**config.mk**
```make
export PLATFORM = sky130hd
export DESIGN_NAME = conv_encoder
export DESIGN_NICKNAME = d
export VERILOG_FILES = /design/src/rtl/viterbi_pkg.sv /design/src/rtl/conv_sym_gen.sv /design/src/rtl/conv_encoder.sv
export SDC_FILE = /design/constraint.sdc
export NUM_CORES = 1
export LEC_CHECK = 0
export CAP_MARGIN = 0
export CORE_AREA = 3 3 40 42
export CTS_CLUSTER_SIZE = 28
export DETAILED_ROUTE_END_ITERATION = 12
export DIE_AREA = 0 0 43 45
export GPL_ROUTABILITY_DRIVEN = 0
export PLACE_DENSITY = 0.69
export SLEW_MARGIN = 20
export SYNTH_ARGS = -nofsm -noshare
export SYNTH_HDL_FRONTEND = slang
export SYNTH_SLANG_ARGS = --single-unit
export TNS_END_PERCENT = 100
```
**constraint.sdc**
```tcl
create_clock -name i_clk -period 1.1 [get_ports i_clk]
set_clock_uncertainty 0.05 [all_clocks]
set_input_delay 0.165 -clock i_clk [delete_from_list [all_inputs] [get_ports i_clk]]
set_output_delay 0.165 -clock i_clk [all_outputs]
set_load 0.1 [all_outputs]
```
**src/rtl/viterbi_pkg.sv**
```systemverilog
// Shared definitions for the convolutional encoder and the Viterbi decoder.
//   VIT_K, VIT_G0, VIT_G1 : default constraint length and generator polynomials
//   enc_state_e           : encoder frame FSM states
//   parity                : XOR-reduction helper for generator taps
package viterbi_pkg;

  localparam int unsigned      VIT_K  = 3;
  localparam logic [VIT_K-1:0] VIT_G0 = 3'b111;
  localparam logic [VIT_K-1:0] VIT_G1 = 3'b101;

  typedef enum logic {
    S_DATA = 1'b0,
    S_TAIL = 1'b1
  } enc_state_e;

  function automatic logic parity(input logic [31:0] v);
    return ^v;
  endfunction

endpackage

```
**src/rtl/conv_sym_gen.sv**
```systemverilog
// Combinational code-symbol generator, shared with the decoder's branch-symbol logic.
//   w   : encoding word {current bit, shift register}, MSB = current bit
//   sym : [1] = G0 parity, [0] = G1 parity
module conv_sym_gen
  import viterbi_pkg::*;
#(
  parameter int unsigned    K  = VIT_K,
  parameter logic [K-1:0]   G0 = VIT_G0,
  parameter logic [K-1:0]   G1 = VIT_G1
) (
  input  logic [K-1:0] w,
  output logic [1:0]   sym
);

  always_comb begin
    sym    = '0;
    sym[1] = parity(32'(w & G0));
    sym[0] = parity(32'(w & G1));
  end

endmodule

```
**src/rtl/conv_encoder.sv**
```systemverilog
// Rate-1/2 feed-forward convolutional encoder with valid/ready streaming and
// optional K-1 zero-bit frame termination.
//   i_clk, i_rst_n            : clock, asynchronous active-low reset
//   i_valid, i_bit, i_last    : information bit stream (i_last marks frame end)
//   o_ready                   : bit accepted this cycle when high with i_valid
//   o_valid, o_sym, o_last    : code symbol stream, held stable under backpressure
//   i_ready                   : downstream accepts the symbol this cycle
module conv_encoder
  import viterbi_pkg::*;
#(
  parameter int unsigned  K       = VIT_K,
  parameter logic [K-1:0] G0      = VIT_G0,
  parameter logic [K-1:0] G1      = VIT_G1,
  parameter bit           TAIL_EN = 1'b1
) (
  input  logic       i_clk,
  input  logic       i_rst_n,
  input  logic       i_valid,
  input  logic       i_bit,
  input  logic       i_last,
  output logic       o_ready,
  output logic       o_valid,
  output logic [1:0] o_sym,
  output logic       o_last,
  input  logic       i_ready
);

  localparam int unsigned TCW = $clog2(K);

  enc_state_e       state, state_d;
  logic [K-2:0]     sr, sr_d;
  logic [TCW-1:0]   tail_cnt, tail_cnt_d;
  logic             valid_d, last_d;
  logic [1:0]       sym_d;
  logic             slot_free;
  logic             cur_bit;
  logic [1:0]       sym;

  assign slot_free = !o_valid || i_ready;
  assign o_ready   = (state == S_DATA) && slot_free;
  // Tail symbols are generated from a forced-zero input bit.
  assign cur_bit   = (state == S_TAIL) ? 1'b0 : i_bit;

  conv_sym_gen #(
    .K  (K),
    .G0 (G0),
    .G1 (G1)
  ) u_sym_gen (
    .w   ({cur_bit, sr}),
    .sym (sym)
  );

  always_ff @(posedge i_clk or negedge i_rst_n) begin
    if (!i_rst_n) begin
      state    <= S_DATA;
      sr       <= '0;
      tail_cnt <= '0;
      o_valid  <= 1'b0;
      o_sym    <= '0;
      o_last   <= 1'b0;
    end else begin
      state    <= state_d;
      sr       <= sr_d;
      tail_cnt <= tail_cnt_d;
      o_valid  <= valid_d;
      o_sym    <= sym_d;
      o_last   <= last_d;
    end
  end

  always_comb begin
    state_d    = state;
    sr_d       = sr;
    tail_cnt_d = tail_cnt;
    valid_d    = o_valid;
    sym_d      = o_sym;
    last_d     = o_last;

    // A free slot means the held symbol (if any) leaves this cycle.
    if (slot_free) begin
      valid_d = 1'b0;
      last_d  = 1'b0;
    end

    unique case (state)
      S_DATA: begin
        if (i_valid && o_ready) begin
          valid_d = 1'b1;
          sym_d   = sym;
          sr_d    = {i_bit, sr[K-2:1]};
          last_d  = 1'b0;
          if (i_last) begin
            if (TAIL_EN) begin
              state_d    = S_TAIL;
              tail_cnt_d = TCW'(K - 1);
            end else begin
              last_d = 1'b1;
              sr_d   = '0;
            end
          end
        end
      end
      S_TAIL: begin
        if (slot_free) begin
          valid_d    = 1'b1;
          sym_d      = sym;
          sr_d       = {1'b0, sr[K-2:1]};
          tail_cnt_d = tail_cnt - TCW'(1);
          last_d     = 1'b0;
          if (tail_cnt == TCW'(1)) begin
            last_d  = 1'b1;
            state_d = S_DATA;
          end
        end
      end
      default: state_d = S_DATA;
    endcase
  end

endmodule
```
==> metrics.yaml, run 1 <==
run_status: "complete, but fails checks"
violations: "setup timing"
synth_area_um2: 427.9
synthFlopType: "dfrtp_1"
busiest_layer: "met2"
clk_latency_ps: 250
relSlewSlack: 0.7208
rsz0062_at_grt: "yes"
final_cells: 80
start_util: 0.3330
met1_usage: 0.1397
final.period_utilization: 1.339
die_y_um: 45
hold_viol_final: 0
synthCells: 38
yosys.area.top_type: "dfrtp_1"
worst-setup-path-type: "reg2out"
power_frac_seq: 0.264
p_comb_frac: 0.617
synth_top_family_by_area: "simple AND/OR/NAND/NOR gates"
routedWlPerCell_um: 12.54
ys_ff_latch: 9
route.detailed.drc: 0
holdWs_ps: 159.1
required_ps: 880
ant_nets: 0
worstPathArrival_ps: 1260
ys_warn_count: 0
dp_cells: 69
dp.final_hpwl_um: 678.7
netlist-cell-type-count: 20
regArea_um2: 232.7
cts_buffer_depth: 2
p_int_w: 0.001187
cts_tree: "done"
synth_fa_ha_area_frac: 0.02924
synth.net_count: 45
cts_made_buffers: 3
grt_pass1_vias: 382
grt_usage: 0.1163
start_kind: "register"
htree_levels: 1
crit_path_end_kind: "output port"
globalRouteMet3Util: 0.03586
p_sw_w: 0.0009384
viasPerCell: 4.688
layout.nets: 73
synth-simple-area-share: 0.1491
fin_ws_ps: -372.7
via_count: 375
avgSynthCellArea_um2: 11.26
muxShareOfSynthArea: 0.05263
layout-drive-gt1-share: 0.6000
grt_pass1_wl_um: 1642
root_buffer: "clkbuf_4"
antenna_found_initial: 0
irDropWorstVdd_mv: 1.133
syn2layout_area_growth_pct: 84.21
crit_path_max_fanout: 2
maxSlewViolCount: 0
coreArea_um2: 1285
p_leak_nw: 0.3520
std_cell_rows: 13
antenna_cells: 0
worst_hold_path_type: "in2async"
swShare: 0.4415
cts_num_sinks: 9
grt_remaining_overflow: 0
p_per_area_nw_per_um2: 2696
synth.area.top_cells: "dfrtp_1, xnor2_1, o21ai_0"
use_met2: 0.2006
routed_wl_um: 1003
cts.clk_slew.worst_paths_ps: 60
synth_compound_area_frac: 0.1462
p_clk_frac: 0.118
synth_xor_area_frac: 0.06140
setup_violations: 11
fin_crit_ps: 1473
drv_cap: 0
ys_seq_area_frac: 0.5263
yosys.area.top_type_share: 0.5263
fillCellCount: 107
synth_edf_count: 0
dieWidth_um: 43
ioPinCount: 11
multi_input_area_um2: 240.2
numPortBuffers: 10
async_flop_share: 1.000
grt_max_degree: 10
die_area_um2: 1935
clock.fmax_mhz: 679.0
drt_pass1_iterations: 3
drt_iter0_drc: 3
tightest_slew_ps: 417.5
==> through the flow <==
stage / area, µm² / setup WS [ps] / setup TNS, ps / utilization / power, W
final: 788.3 / -372.7 / -3190 / 0.6134 / 0.002125
after global placement: 653.1 / -355.1 / -2596 / 0.5083 / 0.001665
after floorplan: 442.9 / -654.0 / -2667 / - / 0.001276
after global routing: 788.3 / -418.6 / -3703 / 0.6134 / 0.002246
after CTS: 737.0 / -368.8 / -2107 / 0.5735 / 0.002049
after detailed placement: 653.1 / -347.3 / -2592 / 0.5083 / 0.001690
==> cell families (layout without fill, tap and decap cells) <==
logic type                 after synthesis  after routing
buffers and inverters                    2             29
DFF                                      9              9
AOI/OAI and AO/OA                       10             10
and+or+nand+nor                         11             11
adders and majority gates                1              1
xor gates and xnor gates                 3              3
muxes                                    2              2
==> layout make-up <==
| type | instances | area share |
|---|---|---|
| Timing Repair Buffer | 24 | 0.3381 |
| Multi-Input combinational cell | 27 | 0.3048 |
| Sequential cell | 9 | 0.2952 |
| Clock buffer | 4 | 0.03333 |
| Tap cell | 15 | 0.02381 |
| Inverter | 1 | 0.004762 |
==> layer usage <==
| layer | vias to the layer above | wire, µm |
|---|---|---|
| met1 | 180 | 432 |
| met5 | - | 0 |
| li1 | 187 | - |
| met3 | 2 | 28 |
| met4 | 0 | 6 |
| met2 | 6 | 535 |
==> final timing paths <==
kind                                           end  slack [ps]                    start  cells past startpoint
hold / removal                o_sym[1]$_DFFE_PN0P_         160                  i_rst_n                      1
min in group i_clk         tail_cnt[0]$_DFFE_PN0P_         440  tail_cnt[0]$_DFFE_PN0P_                      1
setup reg to reg                 o_valid$_DFF_PN0_        -360        o_valid$_DFF_PN0_                      4
setup / recovery                           o_ready        -370        o_valid$_DFF_PN0_                      3
hold reg to reg            tail_cnt[0]$_DFFE_PN0P_         440  tail_cnt[0]$_DFFE_PN0P_                      1
max in group asynchronous        o_valid$_DFF_PN0_         510                  i_rst_n                      1
==> power groups by stage <==
stage | registers (W) | logic, W | clock network, W
6_report | 0.000562 | 0.00131 | 0.000251
5_1_grt | 0.000578 | 0.00138 | 0.000287
2_1_floorplan | 0.000851 | 0.000425 | 0
3_5_place_dp | 0.000562 | 0.00113 | 0
3_3_place_gp | 0.000552 | 0.00111 | 0
4_1_cts | 0.000566 | 0.00122 | 0.000260
==> worst max-delay path, stage by stage, from the launching register on <==
cell and delay, ps:
dfrtp_4 470, and2b_2 230, nor2_4 120, buf_12 180
==> cells in the final DEF, fill, tap and decap left out, drive strengths merged, types with 2 or more instances in the layout <==
cell type and count:
buf 19, dfrtp 9, o21ai 6, clkdlybuf4s50 5
clkbuf 4, xnor2 3, nand2 3, nor2b 2
mux2 2, nor2 2
==> synthesized netlist by cell type (2+ instances only) <==
cell and n:
mux2_2 2, dfrtp_1 9, nor2_1 2, nand2_1 3
o21ai_0 5, xnor2_1 3
==> repair_timing <==
action / 4_1_cts / 5_1_grt
pin swaps: 4 / 2
setup endpoints to repair: 10 / 12
hold buffers: 0 / 0
gates resized for setup: 11 / 7
setup buffers: 4 / 3
Power figures use the tool's default switching activity.
==> run 2, diff against run 1 <==
ABC_AREA = 1   (was not set)
SYNTH_HIERARCHICAL = 1   (was not set)
==> run 2 against run 1 <==
Effect of this change:
- the run still ends with setup timing left
- global-route usage increased by 0.32 points
- utilization decreased by 0.88 points
- combinational power grew 23%
- final area decreased by 1.4%
- critical path type unchanged
- largest power group unchanged
==> metrics.yaml, run 2 <==
p_per_area_nw_per_um2: 3185
placed_area_um2: 675.6
run_status: "complete, but fails checks"
rsz0062_at_grt: "yes"
tightest_slew_ps: 219.7
ys_seq_area_frac: 0.5158
clk_latency_ps: 270
root_buffer: "clkbuf_4"
routedWlPerCell_um: 10.76
cts_made_buffers: 3
netlist-cell-type-count: 13
synth.area.top_cells: "dfrtp_1, nand2_1, inv_1"
viasPerCell: 4.411
synth_edf_count: 0
layout-drive-gt1-share: 0.3875
dr.max_layer_used: "met4"
violations: "setup timing"
worst_hold_path_type: "in2async"
fin_area_um2: 777.0
synth_area_um2: 436.7
grt_remaining_overflow: 0
cts_tree: "done"
htree_levels: 1
crit_path_max_fanout: 2
syn2layout_area_growth_pct: 77.94
crit_path_end_kind: "output port"
yosys.area.top_type: "dfrtp_1"
coreArea_um2: 1285
power_frac_seq: 0.241
synthTopCellsByCount: "nand2_1, inv_1, dfrtp_1, o21ai_0, nand3_1"
drv_cap: 0
ys_warn_count: 6
ioPinCount: 11
final.period_utilization: 1.230
p_sw_w: 0.001201
die_area_um2: 1935
dp.final_hpwl_um: 656.6
start_kind: "register"
std_cell_rows: 13
cts_buffer_depth: 2
drt_pass1_iterations: 3
setup_violations: 11
p_int_w: 0.001274
relSlewSlack: 0.8530
grt_pass1_vias: 415
synth_most_common_cell: "nand2_1"
clock.fmax_mhz: 739.4
wl_met2_um: 509
cts.clk_slew.worst_paths_ps: 60
route.detailed.drc: 0
synth.net_count: 63
yosys.area.top_type_share: 0.5158
dp_cells: 87
synthFlopType: "dfrtp_1"
fin_ws_ps: -252.5
hold_viol_final: 0
synthCells: 56
irDropWorstVdd_mv: 1.171
via_count: 419
regArea_um2: 232.7
final_cell_mix: "nand2_1, inv_1"
p_clk_frac: 0.110
grt_usage: 0.1194
mostFrequentLayoutCell: "nand2_1"
antenna_cells: 0
cts_num_sinks: 9
final_cells: 95
grt_pass1_wl_um: 1656
numPortBuffers: 10
worst-setup-path-type: "reg2out"
worstPathArrival_ps: 1140
p_leak_nw: 0.3758
wl_met3_um: 53
async_flop_share: 1.000
drt_iter0_drc: 10
final_util: 0.6047
cts_hold_buffers: 0
die_y_um: 45
fin_crit_ps: 1353
maxSlewViolCount: 0
antenna_found_initial: 0
avgSynthCellArea_um2: 7.798
fillCellCount: 105
drt-met1-wl_um: 420
routed_wl_um: 1022
dieWidth_um: 43
multi_input_area_um2: 207.7
grt_max_degree: 9
required_ps: 880
swShare: 0.4854
ant_nets: 0
layout.nets: 88
tns_ps: -1367
p_comb_frac: 0.649
start_util: 0.3398
ys_ff_latch: 9
-- run 2: cell count changes after synthesis, moves of 2 or more --
cell	before	now
nand3_1	1	3
mux2_2	2	0
nand2_1	3	18
inv_1	1	11
xnor2_1	3	0
-- run 2: power groups by stage --
| stage | combinational, W | sequential (W) | clock [W] |
|---|---|---|---|
| 2_1_floorplan | 0.000484 | 0.000988 | 0 |
| 3_3_place_gp | 0.00139 | 0.000601 | 0 |
| 3_5_place_dp | 0.00140 | 0.000606 | 0 |
| 4_1_cts | 0.00148 | 0.000605 | 0.000271 |
| 5_1_grt | 0.00170 | 0.000611 | 0.000292 |
| 6_report | 0.00161 | 0.000597 | 0.000272 |
-- run 2: stage by stage --
step / hold WS (ps) / total power (W) / setup WS (ps)
floorplan: -180.6 / 0.001473 / -404.7
global placement: 327.9 / 0.001988 / -257.5
detailed placement: 330.4 / 0.002011 / -293.0
CTS: 49.44 / 0.002355 / -268.2
global route: 53.11 / 0.002604 / -294.1
finish: 40.21 / 0.002475 / -252.5
-- run 2: worst paths after layout --
path / depth (start not counted) / end / slack, ps / from
max in group asynchronous: 2 / async pin / 620 / i_rst_n
worst min-delay path: 1 / o_valid$_DFF_PN0_ / 40 / i_rst_n
min in group i_clk: 3 / state$_DFF_PN0_ / 400 / i_last
worst max-delay path: 4 / o_ready / -250 / o_valid$_DFF_PN0_
worst max register to register: 7 / tail_cnt[0]$_DFFE_PN0P_ / -150 / o_valid$_DFF_PN0_
worst min register to register: 2 / o_sym[1]$_DFFE_PN0P_ / 480 / o_sym[1]$_DFFE_PN0P_
-- run 2: repair_timing --
item	CTS	global route
gates resized for setup	8	8
pin swaps	5	6
buffers inserted	2	2
endpoints found under the setup margin	6	11
-- run 2: layer usage --
metal  track usage  vias up
li1              -      220
met1        0.1290      185
met2        0.2066       10
met3       0.02390        4
met4       0.09036        0
met5             0        -
-- run 2: cell families (layout without fill, tap and decap cells) --
logic type | after synthesis | in the layout | share of synthesized area
DFF | 9 | 9 | 0.5158
and+or+nand+nor | 25 | 25 | 0.2349
adders and majority gates | 1 | 1 | 0.02865
AOI/OAI and AO/OA | 9 | 9 | 0.1175
buffers and inverters | 12 | 36 | 0.1031
-- run 2: cell type report --
type                    count  share of cell area
clock buffers               4             0.03382
inverters                  12             0.06119
multi-input cells          35              0.2673
flip-flops and latches      9              0.2995
well taps                  15             0.02415
repair buffers             20              0.3140
-- run 2: worst max-delay path, cell delays in order, from the launching register on --
cell	delay [ps]
dfrtp_4	480
nand2_4	80
inv_4	40
nor2_4	90
buf_12	180
